$ cat config.mk
export PLATFORM = sky130hd
export DESIGN_NAME = spi_xfer_ctrl_flat
export DESIGN_NICKNAME = d
export VERILOG_FILES = /design/src/rtl/spi_xfer_ctrl_if.sv /design/src/rtl/spi_xfer_ctrl.sv /design/src/flat_wrapper.sv
export SDC_FILE = /design/constraint.sdc
export NUM_CORES = 1
export LEC_CHECK = 0
export CORE_MARGIN = 1
export CORE_UTILIZATION = 60
export CTS_BUF_LIST = sky130_fd_sc_hd__clkbuf_8
export DETAILED_ROUTE_END_ITERATION = 12
export GPL_TIMING_DRIVEN = 0
export PLACE_DENSITY_LB_ADDON = 0.08
export SLEW_MARGIN = 20
export SYNTH_ARGS = -nofsm -noshare
export SYNTH_HDL_FRONTEND = slang
export SYNTH_SLANG_ARGS = --single-unit
$ cat constraint.sdc
create_clock -name clk_i -period 6 [get_ports clk_i]
set_input_delay 0.6 -clock clk_i [delete_from_list [all_inputs] [get_ports clk_i]]
set_output_delay 0.6 -clock clk_i [all_outputs]
set_load 0.01 [all_outputs]
$ cat src/rtl/spi_xfer_ctrl_if.sv
// ----------------------------------------------------------------------------
// spi_xfer_ctrl_if
// Request/response bundle between the register file (master) and the SPI
// transfer sequencer (slave).
//   start_i     : transfer request, sampled while the sequencer is idle
//   cpol_i      : SCLK idle level, latched at start
//   cpha_i      : 0 = sample on leading edge, 1 = sample on trailing edge
//   tx_data_i   : word to send, latched at start
//   lsb_first_i : LSB-first enable (present only with SPI_LSB_FIRST_EN)
//   busy_o      : transfer in progress
//   done_o      : one-cycle end-of-transfer pulse
//   rx_data_o   : received word, valid from the done_o cycle onwards
// Optional feature macro: SPI_LSB_FIRST_EN
// ----------------------------------------------------------------------------
interface spi_xfer_ctrl_if #(
   parameter int unsigned g_data_width = 8
);
   logic                    start_i;
   logic                    cpol_i;
   logic                    cpha_i;
   logic [g_data_width-1:0] tx_data_i;
`ifdef SPI_LSB_FIRST_EN
   logic                    lsb_first_i;
`endif
   logic                    busy_o;
   logic                    done_o;
   logic [g_data_width-1:0] rx_data_o;

   modport master (
      output start_i, cpol_i, cpha_i, tx_data_i,
`ifdef SPI_LSB_FIRST_EN
      output lsb_first_i,
`endif
      input  busy_o, done_o, rx_data_o
   );

   modport slave (
      input  start_i, cpol_i, cpha_i, tx_data_i,
`ifdef SPI_LSB_FIRST_EN
      input  lsb_first_i,
`endif
      output busy_o, done_o, rx_data_o
   );
endinterface

$ cat src/rtl/spi_xfer_ctrl.sv
// ----------------------------------------------------------------------------
// spi_xfer_ctrl
// SPI master sequencer for exactly one word per request. Generates chip
// select, SCLK (from a half-period counter), MOSI and samples MISO.
// Ports:
//   clk_i    : system clock
//   rst_n_i  : asynchronous active-low reset
//   ctrl     : request/response bundle (spi_xfer_ctrl_if.slave)
//   miso_i   : serial input, sampled on the clk_i edge that makes the
//              sampling SCLK edge
//   sclk_o   : SPI clock
//   mosi_o   : serial output
//   cs_n_o   : active-low chip select
// Optional feature macro: SPI_LSB_FIRST_EN (adds ctrl.lsb_first_i).
// All outputs are registered.
// ----------------------------------------------------------------------------
module spi_xfer_ctrl #(
   parameter int unsigned g_clk_div    = 4,
   parameter int unsigned g_data_width = 8,
   parameter int unsigned g_cs_setup   = 2,
   parameter int unsigned g_cs_hold    = 2
) (
   input  logic           clk_i,
   input  logic           rst_n_i,
   spi_xfer_ctrl_if.slave ctrl,
   input  logic           miso_i,
   output logic           sclk_o,
   output logic           mosi_o,
   output logic           cs_n_o
);

   localparam int unsigned W       = g_data_width;
   localparam int unsigned HALF    = g_clk_div / 2;
   localparam int unsigned HCNT_W  = (HALF > 1) ? $clog2(HALF) : 1;
   localparam int unsigned EDGES   = 2 * g_data_width;
   localparam int unsigned EDGE_W  = $clog2(EDGES + 1);
   localparam int unsigned CNT_MAX = (g_cs_setup > g_cs_hold + 1) ? g_cs_setup : g_cs_hold + 1;
   localparam int unsigned CNT_W   = $clog2(CNT_MAX + 1);

   typedef enum logic [1:0] {
      ST_IDLE,
      ST_SETUP,
      ST_XFER,
      ST_HOLD
   } state_t;

   state_t              r_state;
   logic [CNT_W-1:0]    r_cnt;
   logic [HCNT_W-1:0]   r_hcnt;
   logic [EDGE_W-1:0]   r_edge;
   logic [W-1:0]        r_sh;
   logic [W-1:0]        r_rx;
   logic [W-1:0]        r_rx_out;
   logic                r_cpha;
   logic                r_lsb;
   logic                r_sclk;
   logic                r_mosi;
   logic                r_cs_n;
   logic                r_busy;
   logic                r_done;

   logic                w_lsb_in;
   logic                w_tick;
   logic [EDGE_W-1:0]   w_edge_num;
   logic                w_leading;
   logic                w_first;
   logic                w_last;
   logic                w_sample;
   logic                w_shift;
   logic [W-1:0]        w_sh_next;
   logic                w_mosi_next;
   logic [W-1:0]        w_rx_next;

`ifdef SPI_LSB_FIRST_EN
   assign w_lsb_in = ctrl.lsb_first_i;
`else
   assign w_lsb_in = 1'b0;
`endif

   // Edge bookkeeping: edges are numbered from 1, odd ones are leading.
   assign w_tick     = (r_hcnt == HCNT_W'(HALF - 1));
   assign w_edge_num = r_edge + EDGE_W'(1);
   assign w_leading  = w_edge_num[0];
   assign w_first    = (r_edge == '0);
   assign w_last     = (r_edge == EDGE_W'(EDGES - 1));

   // CPHA=0 samples on leading / shifts on trailing (never after the last
   // edge); CPHA=1 shifts on leading (not the first, MSB is already out)
   // and samples on trailing.
   assign w_sample = r_cpha ? ~w_leading : w_leading;
   assign w_shift  = r_cpha ? (w_leading & ~w_first) : (~w_leading & ~w_last);

   // Transmit shifter and receive assembly for both bit orders; received
   // bits always end up in natural bit positions.
   assign w_sh_next   = r_lsb ? (r_sh >> 1) : (r_sh << 1);
   assign w_mosi_next = r_lsb ? w_sh_next[0] : w_sh_next[W-1];
   assign w_rx_next   = r_lsb ? ((r_rx >> 1) | (W'(miso_i) << (W - 1)))
                              : ((r_rx << 1) | W'(miso_i));

   // Sequencer. The half-period counter already runs in the cycle after
   // SETUP's last counted cycle, so SETUP itself spans g_cs_setup-1 cycles
   // and HOLD g_cs_hold+1 cycles; this places the first SCLK edge
   // g_cs_setup+g_clk_div/2-1 cycles after cs_n_o falls while keeping
   // cs_n_o low for g_cs_setup+g_data_width*g_clk_div+g_cs_hold cycles.
   always_ff @(posedge clk_i or negedge rst_n_i) begin
      if (!rst_n_i) begin
         r_state  <= ST_IDLE;
         r_cnt    <= '0;
         r_hcnt   <= '0;
         r_edge   <= '0;
         r_sh     <= '0;
         r_rx     <= '0;
         r_rx_out <= '0;
         r_cpha   <= 1'b0;
         r_lsb    <= 1'b0;
         r_sclk   <= 1'b0;
         r_mosi   <= 1'b0;
         r_cs_n   <= 1'b1;
         r_busy   <= 1'b0;
         r_done   <= 1'b0;
      end else begin
         r_done <= 1'b0;
         case (r_state)
            ST_IDLE: begin
               r_sclk <= ctrl.cpol_i;
               if (ctrl.start_i) begin
                  r_cpha <= ctrl.cpha_i;
                  r_lsb  <= w_lsb_in;
                  r_sh   <= ctrl.tx_data_i;
                  r_mosi <= w_lsb_in ? ctrl.tx_data_i[0] : ctrl.tx_data_i[W-1];
                  r_rx   <= '0;
                  r_cs_n <= 1'b0;
                  r_busy <= 1'b1;
                  r_cnt  <= '0;
                  r_hcnt <= '0;
                  r_edge <= '0;
                  r_state <= (g_cs_setup > 1) ? ST_SETUP : ST_XFER;
               end
            end

            ST_SETUP: begin
               if (r_cnt == CNT_W'(g_cs_setup - 2)) begin
                  r_cnt   <= '0;
                  r_state <= ST_XFER;
               end else begin
                  r_cnt <= r_cnt + CNT_W'(1);
               end
            end

            ST_XFER: begin
               if (w_tick) begin
                  r_hcnt <= '0;
                  r_sclk <= ~r_sclk;
                  r_edge <= w_edge_num;
                  if (w_sample) begin
                     r_rx <= w_rx_next;
                  end
                  if (w_shift) begin
                     r_sh   <= w_sh_next;
                     r_mosi <= w_mosi_next;
                  end
                  if (w_last) begin
                     r_cnt   <= '0;
                     r_state <= ST_HOLD;
                  end
               end else begin
                  r_hcnt <= r_hcnt + HCNT_W'(1);
               end
            end

            ST_HOLD: begin
               if (r_cnt == CNT_W'(g_cs_hold)) begin
                  r_cs_n   <= 1'b1;
                  r_busy   <= 1'b0;
                  r_done   <= 1'b1;
                  r_rx_out <= r_rx;
                  r_state  <= ST_IDLE;
               end else begin
                  r_cnt <= r_cnt + CNT_W'(1);
               end
            end

            default: begin
               r_state <= ST_IDLE;
            end
         endcase
      end
   end

   assign sclk_o         = r_sclk;
   assign mosi_o         = r_mosi;
   assign cs_n_o         = r_cs_n;
   assign ctrl.busy_o    = r_busy;
   assign ctrl.done_o    = r_done;
   assign ctrl.rx_data_o = r_rx_out;

endmodule

$ cat src/flat_wrapper.sv
// flat-port wrapper written by rule: the top's interface ports become plain ports
module spi_xfer_ctrl_flat 
#(
   parameter int unsigned g_clk_div    = 4,
   parameter int unsigned g_data_width = 8,
   parameter int unsigned g_cs_setup   = 2,
   parameter int unsigned g_cs_hold    = 2
)
  (clk_i, rst_n_i, miso_i, sclk_o, mosi_o, cs_n_o, ctrl_start_i, ctrl_cpol_i, ctrl_cpha_i, ctrl_tx_data_i, ctrl_busy_o, ctrl_done_o, ctrl_rx_data_o);
  spi_xfer_ctrl_if #(.g_data_width(g_data_width)) ctrl_i ();
  input  logic clk_i;
  input  logic rst_n_i;
  input  logic miso_i;
  output logic sclk_o;
  output logic mosi_o;
  output logic cs_n_o;
  input wire logic [$bits(ctrl_i.start_i)-1:0] ctrl_start_i;
  input wire logic [$bits(ctrl_i.cpol_i)-1:0] ctrl_cpol_i;
  input wire logic [$bits(ctrl_i.cpha_i)-1:0] ctrl_cpha_i;
  input wire logic [$bits(ctrl_i.tx_data_i)-1:0] ctrl_tx_data_i;
  output wire logic [$bits(ctrl_i.busy_o)-1:0] ctrl_busy_o;
  output wire logic [$bits(ctrl_i.done_o)-1:0] ctrl_done_o;
  output wire logic [$bits(ctrl_i.rx_data_o)-1:0] ctrl_rx_data_o;
  assign ctrl_i.start_i = ctrl_start_i;
  assign ctrl_i.cpol_i = ctrl_cpol_i;
  assign ctrl_i.cpha_i = ctrl_cpha_i;
  assign ctrl_i.tx_data_i = ctrl_tx_data_i;
  assign ctrl_busy_o = ctrl_i.busy_o;
  assign ctrl_done_o = ctrl_i.done_o;
  assign ctrl_rx_data_o = ctrl_i.rx_data_o;
  spi_xfer_ctrl #(.g_clk_div(g_clk_div), .g_data_width(g_data_width), .g_cs_setup(g_cs_setup), .g_cs_hold(g_cs_hold)) u_core (.clk_i(clk_i), .rst_n_i(rst_n_i), .ctrl(ctrl_i), .miso_i(miso_i), .sclk_o(sclk_o), .mosi_o(mosi_o), .cs_n_o(cs_n_o));
endmodule
==> impl_metrics.env, run 1 <==
export IMPL_hold_slack_ps=172
export IMPL_dp_slack_ps=3440
export IMPL_power_uw=458
export IMPL_routed_wl_mm=4.02
export IMPL_combPwrFrac_pct=4.5
export IMPL_intPower_uw=356
export IMPL_avgSynthCellArea_um2=10.7
export IMPL_cts_path_max_buffers=2
export IMPL_rows=20
export IMPL_setup_violations=0
export IMPL_die_h_um=60.1
export IMPL_post_cts_setup_buffer_count=0
export IMPL_dpl_hpwl_mm=2.94
export IMPL_vias=1505
export IMPL_first_iter_violations=98
export IMPL_synth_ff_type="dfrtp_1"
export IMPL_wire_per_inst_um=14.9
export IMPL_r2r_start="u_core.r_edge[0]$_DFFE_PN0P_"
export IMPL_layout_cells_non_filler=269
export IMPL_grt_max_degree=31
export IMPL_critPathMaxFanout=8
export IMPL_cts_tree="built"
export IMPL_final_common_cell="dfrtp_1"
export IMPL_cp_required_ps=6170
export IMPL_swShare_pct=22.4
export IMPL_post_place_cells=261
export IMPL_seqPwrFrac_pct=58.2
export IMPL_netlist_cell_type_count=43
export IMPL_worstSetupPathType="flip-flop to flip-flop"
export IMPL_initial_utilization_pct=64.7
export IMPL_root_buffer="clkbuf_8"
export IMPL_netlist_instances=190
export IMPL_clkPwrFrac_pct=37.3
export IMPL_cp_arrival_ps=2450
export IMPL_io_pins=27
export IMPL_placed_cell_area_mm2=0.00235
export IMPL_r2r_end="u_core.r_sh[4]$_DFFE_PN0P_"
export IMPL_hold_class="input port to asynchronous set/reset pin"
export IMPL_grt_pass1_vias=1486
export IMPL_synthesis_area_mm2=0.00202
export IMPL_fin_crit_ps=2280
export IMPL_synth_warnings=0
export IMPL_area_growth_pct=20.5
export IMPL_insertion_delay_ps=290
export IMPL_cts_buffers=5
export IMPL_p_sw_uw=103
export IMPL_maxCapViolCount=0
export IMPL_synth_edff_count=0
export IMPL_ctsHoldBuffers=0
export IMPL_worst_slack_ps=3720
export IMPL_grt_pass1_wl_mm=6.73
export IMPL_register_area_um2=977
export IMPL_pwr_density_cell_mw_per_mm2=188
export IMPL_layout_common_cells="dfrtp_1 (38), nand2_1 (26), clkdlybuf4s50_1 (25), inv_1 (20), o21ai_0 (18)"
export IMPL_final_setup_tns_ps=0
export IMPL_detail_route_first_pass_iterations=4
export IMPL_crit_path_end_kind="flip-flop"
export IMPL_fin_crit_sh_pct=38.0
export IMPL_synth_net_count=214
export IMPL_finalHoldViolations=0
export IMPL_timing_fmax_mhz=438
export IMPL_cts_resized=0
export IMPL_drc=0
export IMPL_worst_slew_pin_slew_ps=631
export IMPL_synth_seq_area_share_pct=48.3
export IMPL_cts_sinks=39
export IMPL_drive_gt1_share_pct=17.8
export IMPL_clk_pin_slew_ps=80
export IMPL_die_area_mm2=0.00361
export IMPL_yosys_register_bits=39
export IMPL_ff2ff_setup_slack_ps=3720
export IMPL_ant_nets=0
export IMPL_ir_worst_vdd_v=0.000178
export IMPL_startpoint_type="flip-flop"
export IMPL_rsz0062_at_grt="false"
export IMPL_grtUsageTotal_pct=25.7
export IMPL_slew_headroom_pct=57.4
export IMPL_final_max_slew_viol_count=0
export IMPL_fin_nets=248
export IMPL_skew_ps=8.94
export IMPL_antenna_found_initial=0
export IMPL_finish_instance_area_mm2=0.00244
export IMPL_status="finished, final reports clean"
export IMPL_final_fill_count=214
export IMPL_htreeDepth=2
export IMPL_synthArstFlopShare_pct=100
export IMPL_die_w_um=60.1
export IMPL_worstRegToRegCells=6
export IMPL_grt_overflow=0
export IMPL_gp_congestion=0.840
export IMPL_port_buffers=26
export IMPL_leakagePower_nw=1.22
export IMPL_multi_input_area_um2=927
export IMPL_via_per_inst=5.59
export IMPL_diodes=0
export IMPL_core_area_mm2=0.00313
export IMPL_utilization_pct=78.0
## cell families after synthesis
| group | synth area share, % |
|---|---|
| xor gates and xnor gates | 0.865 |
| AOI/OAI and AO/OA | 13.4 |
| and+or+nand+nor | 10.9 |
| adders and majority gates | 6.18 |
| buffers and inverters | 5.93 |
| DFF | 48.3 |
| muxes | 14.4 |
## how the worst max path moves through the flow
stage                                             from                         end  slack (ps)  depth (start not counted)
after floorplan           u_core.r_edge[0]$_DFFE_PN0P_   u_core.mosi_o$_DFFE_PN0P_        3910                          6
after global placement                         rst_n_i  u_core.r_sh[5]$_DFFE_PN0P_        3490                          1
after detailed placement                  ctrl_start_i  u_core.r_sh[4]$_DFFE_PN0P_        3440                          5
after CTS                 u_core.r_edge[0]$_DFFE_PN0P_  u_core.r_sh[4]$_DFFE_PN0P_        3710                          6
after global routing      u_core.r_edge[0]$_DFFE_PN0P_  u_core.r_sh[4]$_DFFE_PN0P_        3630                          6
final                     u_core.r_edge[0]$_DFFE_PN0P_  u_core.r_sh[4]$_DFFE_PN0P_        3720                          6
## layer usage
metal  wire length, um  global-route usage (%)
met3               163                    6.49
met5                 0                       0
met2              2040                    44.1
met1              1770                    31.5
met4                42                    7.97
## critical path: stages (launching register included)
cell      delay, ps
dfrtp_1         460
ha_1            250
and3_1          150
ha_1            210
o22a_2          240
a221oi_4        450
mux2_2          400
## Yosys cell counts, types with 2 or more instances
library cell / number / area, um2
nand3_1: 2 / 10.0
ha_1: 10 / 125
buf_6: 2 / 22.5
mux2i_1: 10 / 100
a21oi_1: 2 / 10.0
o21ai_2: 2 / 17.5
nand2_1: 26 / 97.6
mux2_2: 17 / 191
nor2b_1: 3 / 18.8
clkbuf_1: 5 / 18.8
xnor2_1: 2 / 17.5
nor2_1: 3 / 11.3
o21ai_0: 18 / 90.1
dfrtp_1: 38 / 951
inv_1: 20 / 75.1
nand2b_1: 3 / 18.8
## power groups by stage
stage                     registers (mW)  logic (mW)  clock network (mW)
final                              0.267      0.0207               0.171
after global routing               0.267      0.0236               0.182
after CTS                          0.267      0.0210               0.173
after detailed placement           0.272      0.0210                   0
after global placement             0.272      0.0188                   0
after floorplan                    0.272     0.00466                   0
## area by class of cell
cell class                 count  area share, %
buffer                         7           1.69
clock buffer                   5           2.82
clock inverter                 3          0.616
inverter                      21           3.23
multi-input combinational    123           38.0
sequential                    39           40.1
tap                           44           2.26
timing repair buffer          27           11.3
## flip-flops by register name, summed over array words and instances, names as in the netlist
signal / count
u_core.ctrl.rx_data_o: 8
u_core.sclk_o: 1
u_core.ctrl.busy_o: 1
u_core.r_edge: 5
u_core.r_sh: 7
u_core.cs_n_o: 1
u_core.r_rx: 8
u_core.r_cnt: 2
u_core.r_hcnt: 1
u_core.mosi_o: 1
u_core.r_state: 2
u_core.r_cpha: 1
u_core.ctrl.done_o: 1
Note: power is estimated with default switching activity, not from simulation.
==> run 2: changes to the inputs <==
Settings changed: CORE_UTILIZATION 60 to 51.
Clock period 6 ns to 2.05 ns, I/O delays scaled along.
==> run 2 against run 1 <==
First-iteration DRC count down 11%; routed wire length up 1.0%; via count up 1.9%; largest power group unchanged.
==> impl_metrics.env, run 2 (same netlist as run 1, synthesis figures left out) <==
export IMPL_fin_nets=257
export IMPL_die_area_mm2=0.00423
export IMPL_io_pins=27
export IMPL_layout_common_cells="dfrtp_1 (37), nand2_1 (26), clkdlybuf4s50_1 (25), inv_1 (19), o21ai_0 (18)"
export IMPL_grt_max_degree=26
export IMPL_grt_pass1_wl_mm=6.85
export IMPL_die_h_um=65.0
export IMPL_fin_crit_sh_pct=97.6
export IMPL_cp_arrival_ps=2170
export IMPL_drive_gt1_share_pct=23.7
export IMPL_status="finished, final reports clean"
export IMPL_p_sw_uw=286
export IMPL_cpPeakStageDelay_ps=430
export IMPL_cts_path_max_buffers=2
export IMPL_dpl_hpwl_mm=2.87
export IMPL_clk_pin_slew_ps=80
export IMPL_initial_utilization_pct=54.1
export IMPL_htreeDepth=2
export IMPL_r2r_start="u_core.r_edge[0]$_DFFE_PN0P_"
export IMPL_worst_slew_pin_slew_ps=603
export IMPL_cts_tree="built"
export IMPL_r2r_end="u_core.r_sh[3]$_DFFE_PN0P_"
export IMPL_area_growth_pct=27.9
export IMPL_diodes=0
export IMPL_cts_sinks=39
export IMPL_ir_worst_vdd_v=0.000389
export IMPL_cts_buffers=5
export IMPL_combPwrFrac_pct=4.9
export IMPL_skew_ps=9.15
export IMPL_die_w_um=65.0
export IMPL_drc=0
export IMPL_crit_path_end_kind="flip-flop"
export IMPL_worstRegToRegCells=7
export IMPL_finalHoldViolations=0
export IMPL_hold_slack_ps=375
export IMPL_ant_nets=0
export IMPL_worstSetupPathType="flip-flop to flip-flop"
export IMPL_setup_violations=0
export IMPL_root_buffer="clkbuf_8"
export IMPL_via_per_inst=5.48
export IMPL_path_buf_inv=1
export IMPL_antenna_found_initial=0
export IMPL_clkPwrFrac_pct=35.9
export IMPL_startpoint_type="flip-flop"
export IMPL_port_buffers=26
export IMPL_critPathMaxFanout=8
export IMPL_slew_headroom_pct=59.8
export IMPL_insertion_delay_ps=290
export IMPL_crit_top_cell="ha_4"
export IMPL_core_area_mm2=0.00374
export IMPL_hold_class="input port to asynchronous set/reset pin"
export IMPL_gp_congestion=0.822
export IMPL_grt_overflow=0
export IMPL_rsz0062_at_grt="false"
export IMPL_routed_wl_mm=4.06
export IMPL_intPower_mw=1.03
export IMPL_wire_per_inst_um=14.5
export IMPL_crit_path_top_delay_cell="dfrtp_2"
export IMPL_rows=22
export IMPL_vias=1533
export IMPL_final_common_cell="dfrtp_1"
export IMPL_grt_pass1_vias=1519
export IMPL_leakagePower_nw=1.27
export IMPL_final_fill_count=294
export IMPL_maxCapViolCount=0
export IMPL_seqPwrFrac_pct=59.2
export IMPL_timing_fmax_mhz=500
export IMPL_cpLargestDelayFamily="compound AO/OA/AOI/OAI gates"
export IMPL_first_iter_violations=87
export IMPL_utilization_pct=69.2
export IMPL_detail_route_first_pass_iterations=4
export IMPL_path_cells="ha_4, and3_4, ha_4, o22a_2, a221oi_4, buf_12, mux2_2"
export IMPL_ff2ff_setup_slack_ps=50
export IMPL_final_max_slew_viol_count=0
export IMPL_grtUsageTotal_pct=21.7
export IMPL_final_setup_tns_ps=0
export IMPL_pwr_density_cell_mw_per_mm2=510
export IMPL_fin_crit_ps=2000
export IMPL_swShare_pct=21.7
export IMPL_cp_required_ps=2220
## run 2: worst max-delay path by stage
stage	start	endpoint	slack, ps	cells past startpoint
global route	u_core.r_edge[0]$_DFFE_PN0P_	u_core.mosi_o$_DFFE_PN0P_	1	7
CTS	u_core.r_edge[0]$_DFFE_PN0P_	u_core.r_sh[4]$_DFFE_PN0P_	-0.3	7
global placement	u_core.r_edge[0]$_DFFE_PN0P_	u_core.r_sh[3]$_DFFE_PN0P_	-170	6
floorplan	u_core.r_edge[0]$_DFFE_PN0P_	u_core.mosi_o$_DFFE_PN0P_	-20	6
detailed placement	u_core.r_edge[0]$_DFFE_PN0P_	u_core.r_sh[2]$_DFFE_PN0P_	-200	6
finish	u_core.r_edge[0]$_DFFE_PN0P_	u_core.r_sh[3]$_DFFE_PN0P_	50	7
## run 2: worst reg2reg max path, cell delays in order (launching register included)
cell,delay [ps]
dfrtp_2,430
ha_4,170
and3_4,150
ha_4,150
o22a_2,230
a221oi_4,260
buf_12,160
mux2_2,330
## run 2: routing by layer
metal / part of all wire, % / vias to the layer above / track usage (%)
li1: - / 731 / -
met1: 43 / 765 / 25.3
met2: 52 / 33 / 37.1
met3: 3.4 / 4 / 5.81
met4: 1.2 / 0 / 9.44
met5: 0 / - / 0
## run 2: layout make-up
type	count	area (um2)	share of cell area, %
clock inverters	1	3.75	0.145
inverters	21	78.8	3.04
plain buffers	7	43.8	1.69
repair buffers	36	365	14.1
multi-input cells	123	990	38.2
clock buffers	5	68.8	2.66
well taps	48	60.1	2.32
flip-flops and latches	39	978	37.8
## run 2: power groups by stage
stage	logic, mW	clock network, mW	registers (mW)
detailed placement	0.0644	0	0.796
CTS	0.0660	0.485	0.781
finish	0.0641	0.474	0.781
global route	0.0715	0.522	0.782
global placement	0.0557	0	0.796
floorplan	0.0136	0	0.795
## run 2: timing repair
| item | in CTS | in global routing |
|---|---|---|
| gates resized for setup | 8 | 9 |
| hold buffers | 1 | 0 |
| endpoints found under the setup margin | 9 | 18 |
| endpoints found under the hold margin | 13 | 0 |
| setup buffers | 5 | 3 |
| pin swaps | 2 | 2 |
## run 2: metrics by stage
step                worst slack (ps)  instances  power (mW)  cell area (um2)
detailed placement              -199        265       0.860             2370
global route                    1.22        280        1.38             2590
finish                          49.2        280        1.32             2590
global placement                -169        264       0.851             2340
CTS                           -0.270        277        1.33             2530
floorplan                      -18.9        190       0.809             2020
